**config.mk**
```make
export PLATFORM = sky130hd
export DESIGN_NAME = multicycle_alu_flat
export DESIGN_NICKNAME = d
export VERILOG_FILES = /design/src/rtl/multicycle_alu_pkg.sv /design/src/rtl/multicycle_alu_if.sv /design/src/rtl/multicycle_alu_compare_unit.sv /design/src/rtl/multicycle_alu.sv /design/src/flat_wrapper.sv
export SDC_FILE = /design/constraint.sdc
export NUM_CORES = 1
export LEC_CHECK = 0
export ABC_AREA = 1
export CORE_MARGIN = 1
export CORE_UTILIZATION = 58
export DETAILED_ROUTE_END_ITERATION = 6
export PLACE_DENSITY = 0.92
export SYNTH_ARGS = -nofsm -noshare
export SYNTH_HDL_FRONTEND = slang
export SYNTH_SLANG_ARGS = --single-unit
```
**constraint.sdc**
```tcl
create_clock -name clk -period 2.1 [get_ports clk]
set_input_delay 0.42 -clock clk [delete_from_list [all_inputs] [get_ports clk]]
set_output_delay 0.42 -clock clk [all_outputs]
set_load 0.05 [all_outputs]
```
**src/rtl/multicycle_alu_pkg.sv**
```systemverilog
// multicycle_alu_pkg: op codes, compare-flag indices, FSM states and default widths
// shared by the multicycle ALU, its interface and sub-modules.
package multicycle_alu_pkg;
  localparam int DATA_WIDTH_DEF = 32;
  localparam int OP_WIDTH_DEF = 4;
  typedef enum logic [3:0] {
    OP_NOP  = 4'd0,
    OP_ADD  = 4'd1,
    OP_SUB  = 4'd2,
    OP_AND  = 4'd3,
    OP_OR   = 4'd4,
    OP_XOR  = 4'd5,
    OP_SLT  = 4'd6,
    OP_SLTU = 4'd7,
    OP_SLL  = 4'd8,
    OP_SRL  = 4'd9,
    OP_SRA  = 4'd10
  } alu_op_e;
  localparam int COMP_EQ = 0;
  localparam int COMP_LT = 1;
  localparam int COMP_LTU = 2;
  typedef enum logic [1:0] {S_IDLE, S_SHIFT, S_HOLD} state_e;
endpackage

```
**src/rtl/multicycle_alu_if.sv**
```systemverilog
// multicycle_alu_if: request/response handshake bundle between the issuing stage
// (master) and the multicycle ALU (slave).
interface multicycle_alu_if #(
  parameter int DATA_WIDTH = multicycle_alu_pkg::DATA_WIDTH_DEF,
  parameter int OP_WIDTH = multicycle_alu_pkg::OP_WIDTH_DEF
) ();
  logic                  in_valid;
  logic                  in_ready;
  logic [OP_WIDTH-1:0]   op;
  logic [DATA_WIDTH-1:0] din1;
  logic [DATA_WIDTH-1:0] din2;
  logic                  out_valid;
  logic                  out_ready;
  logic [DATA_WIDTH-1:0] dout;
  logic [2:0]            comp;
  logic                  busy;
  modport master (
    output in_valid, op, din1, din2, out_ready,
    input  in_ready, out_valid, dout, comp, busy
  );
  modport slave (
    input  in_valid, op, din1, din2, out_ready,
    output in_ready, out_valid, dout, comp, busy
  );
endinterface

```
**src/rtl/multicycle_alu_compare_unit.sv**
```systemverilog
// alu_compare_unit: combinational eq / signed lt / unsigned lt of two operands.
module alu_compare_unit
  import multicycle_alu_pkg::*;
#(
  parameter int DATA_WIDTH = DATA_WIDTH_DEF
) (
  input  logic [DATA_WIDTH-1:0] i_a,
  input  logic [DATA_WIDTH-1:0] i_b,
  output logic [2:0]            o_comp
);
  always_comb begin
    o_comp = '0;
    o_comp[COMP_EQ] = i_a == i_b;
    o_comp[COMP_LT] = $signed(i_a) < $signed(i_b);
    o_comp[COMP_LTU] = i_a < i_b;
  end
endmodule

```
**src/rtl/multicycle_alu.sv**
```systemverilog
// multicycle_alu: handshaked ALU; logic/arith/compare ops finish in one cycle,
// shifts iterate SHIFT_STEP bits per cycle in a working register.
module multicycle_alu
  import multicycle_alu_pkg::*;
#(
  parameter int DATA_WIDTH = DATA_WIDTH_DEF,
  parameter int SHIFT_STEP = 1,
  parameter int OP_WIDTH = OP_WIDTH_DEF
) (
  input logic clk,
  input logic rst,
  multicycle_alu_if.slave bus
);
  localparam int AW = $clog2(DATA_WIDTH);
  localparam logic [AW:0] STEP = (AW+1)'(SHIFT_STEP);
  state_e r_state, w_next;
  logic [DATA_WIDTH-1:0] r_dout, w_res, w_shifted;
  logic [2:0] r_comp, w_comp;
  logic [AW-1:0] r_rem, w_amt;
  logic [AW:0] w_step, w_left;
  logic [1:0] r_kind, w_kind;
  logic w_accept, w_is_shift;

  function automatic logic is_op(logic [OP_WIDTH-1:0] o, alu_op_e e);
    return o == OP_WIDTH'(e);
  endfunction

  alu_compare_unit #(.DATA_WIDTH(DATA_WIDTH)) u_cmp (
    .i_a(bus.din1), .i_b(bus.din2), .o_comp(w_comp)
  );

  assign w_amt = bus.din2[AW-1:0];
  assign w_is_shift = is_op(bus.op, OP_SLL) || is_op(bus.op, OP_SRL) || is_op(bus.op, OP_SRA);
  assign w_kind = is_op(bus.op, OP_SRA) ? 2'd2 : is_op(bus.op, OP_SRL) ? 2'd1 : 2'd0;
  assign w_accept = bus.in_valid && bus.in_ready;
  assign bus.in_ready = (r_state == S_IDLE) || (r_state == S_HOLD && bus.out_ready);
  assign bus.out_valid = r_state == S_HOLD;
  assign bus.busy = r_state == S_SHIFT;
  assign bus.dout = r_dout;
  assign bus.comp = r_comp;

  // Shift ops load din1 as the starting value of the working register.
  always_comb begin
    w_res = is_op(bus.op, OP_ADD)  ? bus.din1 + bus.din2 :
            is_op(bus.op, OP_SUB)  ? bus.din1 - bus.din2 :
            is_op(bus.op, OP_AND)  ? bus.din1 & bus.din2 :
            is_op(bus.op, OP_OR)   ? bus.din1 | bus.din2 :
            is_op(bus.op, OP_XOR)  ? bus.din1 ^ bus.din2 :
            is_op(bus.op, OP_SLT)  ? DATA_WIDTH'(w_comp[COMP_LT]) :
            is_op(bus.op, OP_SLTU) ? DATA_WIDTH'(w_comp[COMP_LTU]) :
            w_is_shift             ? bus.din1 : '0;
  end

  assign w_step = ({1'b0, r_rem} < STEP) ? {1'b0, r_rem} : STEP;
  assign w_left = {1'b0, r_rem} - w_step;
  // Sign bit never moves under >>>, so each step refills with the original sign.
  assign w_shifted = (r_kind == 2'd2) ? $unsigned($signed(r_dout) >>> w_step) :
                     (r_kind == 2'd1) ? r_dout >> w_step : r_dout << w_step;

  always_comb begin
    w_next = r_state;
    if (w_accept) w_next = (w_is_shift && w_amt != '0) ? S_SHIFT : S_HOLD;
    else if (r_state == S_SHIFT && w_left == '0) w_next = S_HOLD;
    else if (r_state == S_HOLD && bus.out_ready) w_next = S_IDLE;
  end

  always_ff @(posedge clk or posedge rst) begin
    if (rst) r_state <= S_IDLE;
    else r_state <= w_next;
  end

  always_ff @(posedge clk or posedge rst) begin
    if (rst) begin
      r_dout <= '0;
      r_comp <= '0;
      r_rem <= '0;
      r_kind <= '0;
    end else if (w_accept) begin
      r_dout <= w_res;
      r_comp <= w_comp;
      r_rem <= w_amt;
      r_kind <= w_kind;
    end else if (r_state == S_SHIFT) begin
      r_dout <= w_shifted;
      r_rem <= w_left[AW-1:0];
    end
  end
endmodule

```
**src/flat_wrapper.sv**
```systemverilog
// flat-port wrapper written by rule: the top's interface ports become plain ports
module multicycle_alu_flat import multicycle_alu_pkg::*;
#(
  parameter int DATA_WIDTH = DATA_WIDTH_DEF,
  parameter int SHIFT_STEP = 1,
  parameter int OP_WIDTH = OP_WIDTH_DEF
)
  (clk, rst, bus_in_valid, bus_op, bus_din1, bus_din2, bus_out_ready, bus_in_ready, bus_out_valid, bus_dout, bus_comp, bus_busy);
  multicycle_alu_if #(.DATA_WIDTH(DATA_WIDTH), .OP_WIDTH(OP_WIDTH)) bus_i ();
  input logic clk;
  input logic rst;
  input wire logic [$bits(bus_i.in_valid)-1:0] bus_in_valid;
  input wire logic [$bits(bus_i.op)-1:0] bus_op;
  input wire logic [$bits(bus_i.din1)-1:0] bus_din1;
  input wire logic [$bits(bus_i.din2)-1:0] bus_din2;
  input wire logic [$bits(bus_i.out_ready)-1:0] bus_out_ready;
  output wire logic [$bits(bus_i.in_ready)-1:0] bus_in_ready;
  output wire logic [$bits(bus_i.out_valid)-1:0] bus_out_valid;
  output wire logic [$bits(bus_i.dout)-1:0] bus_dout;
  output wire logic [$bits(bus_i.comp)-1:0] bus_comp;
  output wire logic [$bits(bus_i.busy)-1:0] bus_busy;
  assign bus_i.in_valid = bus_in_valid;
  assign bus_i.op = bus_op;
  assign bus_i.din1 = bus_din1;
  assign bus_i.din2 = bus_din2;
  assign bus_i.out_ready = bus_out_ready;
  assign bus_in_ready = bus_i.in_ready;
  assign bus_out_valid = bus_i.out_valid;
  assign bus_dout = bus_i.dout;
  assign bus_comp = bus_i.comp;
  assign bus_busy = bus_i.busy;
  multicycle_alu #(.DATA_WIDTH(DATA_WIDTH), .SHIFT_STEP(SHIFT_STEP), .OP_WIDTH(OP_WIDTH)) u_core (.clk(clk), .rst(rst), .bus(bus_i));
endmodule
```
==> flow_summary.toml, run 1 <==
[outcome]
outcome = "did not finish"
lastStage = "4_1_cts"
error_line = "[ERROR DPL-0038] Utilization greater than 100%, impossible to legalize"

[floorplan]
pin_count = 110
start_util_pct = 60.0
num_rows = 43
die_h_um = 123
die_w_um = 123

[synthesis]
yosys.area.top_type = "ha_1"
syn_inst = 1367
synth.ff_latch_count = 44
yosys_warnings = 0
synth.top_cell.area_share_pct = 14.8
syn_area_per_cell_um2 = 6.17
ys_types = 57
syn_nets = 1541
synth_edf_count = 0
ys_seq_area_share_pct = 13.1
synth_area_leaders = "ha_1, dfrtp_1, nand2_1"
synth_top_flop_cell = "dfrtp_1"
synthArstFlopShare_pct = 100
synth_area_mm2 = 0.00843

[clock_network]
ctsRootBufferMaster = "clkbuf_16"
cts_setup_buffers = 65
cts_resized = 666
cts_hold_buf = 0
cts_max_level = 2
numCtsBuffers = 5
cts_buffer_depth = 2
clkSinkCount = 44

[placed_design]
place_area_mm2 = 0.0121
gp_congestion = 1.24
place_ws_ps = -1130
io_buffers = 109
dpl.hpwl_um = 32400
==> kinds of logic after synthesis <==
| logic type | count (synthesis) | synth area share, % |
|---|---|---|
| simple gates | 541 | 27.4 |
| compound gates | 380 | 28.5 |
| buf+inv | 288 | 14.5 |
| fa+ha+maj | 102 | 15.3 |
| flops | 44 | 13.1 |
| xor+xnor | 12 | 1.25 |
==> per-stage QoR <==
stage                     utilization, %  instances
after floorplan                        -       1367
after detailed placement            86.4       1950
after global placement              86.4       1950
==> cells in the mapped netlist, drive strengths merged (2+ instances only) <==
master	instances
o2111ai	2
clkbuf	18
dfrtp	44
nand4	12
fa	2
nand2	274
nor3	14
a21oi	124
o21bai	24
ha	100
a211oi	18
a32o	2
o221ai	22
o211ai	13
xor2	12
inv	230
a31oi	8
or2	2
o21a	4
o22ai	27
a32oi	6
a22oi	4
nor4	5
o21ai	98
buf	39
a221oi	7
nor2	145
a21boi	6
a21o	7
nand3	89
==> inputs of run 2 (changes only) <==
CORE_UTILIZATION = 40   (was 58)
PLACE_DENSITY = default   (was 0.92)
PLACE_DENSITY_LB_ADDON = 0.15   (was default)
==> flow_summary.toml, run 2 <==
[outcome]
outcome = "finished with violations"
violations = "negative setup slack"

[finish]
multiInputGateArea_mm2 = 0.00850
n_fill_cell = 1475
drive_above_1_share_pct = 57.7
syn_to_final_growth_pct = 88.4
final_cell_mix = "buf_4, nand2_1, inv_2"
largest_reg_flops = 32
diodes = 0
seqCellArea_mm2 = 0.00110
nets = 2089
final_common_cell = "buf_4"

[worst_setup_path]
rr_startpoint = "u_core.r_rem[1]$_DFFE_PP0P_"
cp.required_ps = 2340
critPathLaunch = "bus_din2[7]"
r2r_end = "u_core.bus.dout[4]$_DFFE_PP0P_"
critical_path.max_stage_delay_ps = 430
cp_top_family = "compound AO/OA/AOI/OAI gates"
cpMaxStageDelayCell = "o211ai_1"
critical_path.startpoint_type = "input pin"
reg2reg_depth = 9
crit_path_max_fanout = 5
endpoint_kind = "register"
crit_path_cell_trace = "buf_2 -> inv_2 -> ha_4 -> inv_2 -> buf_6 -> nand2_4 -> inv_2 -> a21oi_2 -> nand2_2 -> inv_2 -> o21bai_4 -> buf_4 -> nand2_1 -> nand2_1 -> o211ai_1 -> nand2_1 -> nand2_1"
path_class = "in -> reg"
crit_buf_inv = 7
crit_path_end = "u_core.bus.dout[12]$_DFFE_PP0P_"
critical_path_arrival_ps = 2490
rrSetupSlack_ps = 30
cp_num_cells = 17

[power_and_ir_drop]
clkPwrFrac_pct = 8.7
power_frac_comb_pct = 75.7
internal_power_mw = 5.05
switching_power_mw = 5.62
vdd_drop_max_v = 0.000460
pwr-share-seq_pct = 15.6
p_leak_nw = 7.40
totalPowerFinal_mw = 10.7
swShare_pct = 52.7
power.density_mw_per_mm2 = 672

[routing]
vias = 12463
viasPerCell = 5.70
routedWlPerCell_um = 19.5
drc = 0
drt_iter0_drc = 1181
wl_um = 42700
drt_first_pass_iters = 5
ant_nets = 0

[clock_network]
clkSinkCount = 44
cts_max_level = 2
ctsRootBufferMaster = "clkbuf_16"
numCtsBuffers = 5
cts.clk_slew.worst_paths_ps = 70
clock_latency_ps = 300
cts_buffer_depth = 2
cts_hold_buf = 0
cts_tree = "done"

[synthesis]
synth.top_cell.area_share_pct = 14.8
synth_area_leaders = "ha_1, dfrtp_1, nand2_1"
synth_top_flop_cell = "dfrtp_1"
syn_area_per_cell_um2 = 6.17
ys_seq_area_share_pct = 13.1
ys_types = 57
synthArstFlopShare_pct = 100
synth_area_mm2 = 0.00843
syn_nets = 1541
yosys.area.top_type = "ha_1"
synth.ff_latch_count = 44
synth_common_cells = "nand2_1, inv_1, nor2_1"
synth.most_common_cell = "nand2_1"
yosys_warnings = 0
synth_edf_count = 0
syn_inst = 1367

[floorplan]
num_rows = 52
pin_count = 110
fp.dieArea_mm2 = 0.0217
die_h_um = 147
start_util_pct = 41.3
core_mm2 = 0.0204
die_w_um = 147

[timing]
fin_ws_ps = -150
whs_ps = 484
relSlewSlack_pct = 65.1
finalHoldViolations = 0
setup_violations = 15
fin_tns_setup_ps = -976
rsz0062_at_grt = "yes"
max_freq_mhz = 445
worstMarginPinSlew_ps = 522
post-route-min-period_ps = 2250
skew_ps = 5.59
finalCritPeriodShare_pct = 107
final-max-slew-violation-count = 0

[placed_design]
dpl.hpwl_um = 31200
io_buffers = 109
gp_congestion = 0.988

[global_routing]
grt_pass1_wl_um = 61800
grt-ovfl-total = 0
grtUsageTotal_pct = 36.6
antenna_found_initial = 0
grt_pass1_vias = 11514
grt_max_degree = 45

[hold_path]
hold_class = "in -> async"

[run]
drv_cap = 0
[run 2: cell counts after synthesis]
No cell type changed its count.
[run 2: timing repair]
item / in CTS / in global routing
endpoints found under the hold margin: 0 / 0
gates cloned: 1 / 0
resized for setup: 654 / 289
endpoints found under the setup margin: 33 / 34
setup buffers: 45 / 31
pin swaps: 164 / 161
[run 2: cells by family after synthesis]
group | after synthesis | synth area share (%)
AOI/OAI and AO/OA | 380 | 28.5
xor gates and xnor gates | 12 | 1.25
adders and majority gates | 102 | 15.3
buffers and inverters | 288 | 14.5
DFF | 44 | 13.1
and+or+nand+nor | 541 | 27.4
[run 2: layout make-up]
cell class | instances | area share [%]
repair buffers | 598 | 30.6
clock inverters | 2 | 0.221
clock buffers | 6 | 0.812
well taps | 270 | 2.13
multi-input cells | 1035 | 53.5
flip-flops and latches | 44 | 6.94
inverters | 231 | 5.75
[run 2: per-stage QoR]
stage	cell area (um2)	std cells	worst slack, ps	util, %
2_1_floorplan	8470	1367	1.89	-
3_3_place_gp	12800	2108	-1020	62.6
3_5_place_dp	12800	2108	-1040	62.6
4_1_cts	14800	2158	-111	72.4
5_1_grt	15900	2186	-204	77.7
6_report	15900	2186	-150	77.7
[run 2: how the worst min path moves through the flow]
stage	cells after the start	slack, ps	endpoint
CTS	3	500	u_core.bus.dout[23]$_DFFE_PP0P_
detailed placement	2	500	u_core.bus.dout[18]$_DFFE_PP0P_
global placement	2	480	u_core.bus.dout[18]$_DFFE_PP0P_
floorplan	2	500	u_core.r_rem[2]$_DFFE_PP0P_
finish	3	480	u_core.bus.dout[20]$_DFFE_PP0P_
global route	3	520	u_core.bus.dout[25]$_DFFE_PP0P_
[run 2: worst reg2reg max path, delay by kind of cell, from the launching register on]
kind	cells	cell delay [ps]
AND/OR/NAND/NOR	5	680
AO/OA/AOI/OAI	2	470
flip-flops	1	410
buffers and inverters	2	360
[run 2: power by group through the flow]
stage | sequential [mW] | combinational [mW] | clock [mW]
after floorplan | 2.62 | 3.02 | 0
after global placement | 1.64 | 6.74 | 0
after global routing | 1.70 | 8.61 | 0.965
after detailed placement | 1.65 | 6.80 | 0
after CTS | 1.64 | 7.45 | 0.933
final | 1.66 | 8.08 | 0.930
[run 2: layer usage]
layer / vias to the layer above / part of all wire (%) / wire length (um) / global-route usage [%]
met4: 0 / 5.0 / 2140 / 11.3
met5: - / 0 / 0 / 0
met3: 189 / 8.9 / 3790 / 4.57
met2: 741 / 45 / 19300 / 59.7
met1: 5843 / 41 / 17500 / 50.0
li1: 5690 / - / - / -
No activity file was read; power rests on OpenSTA's default activity.
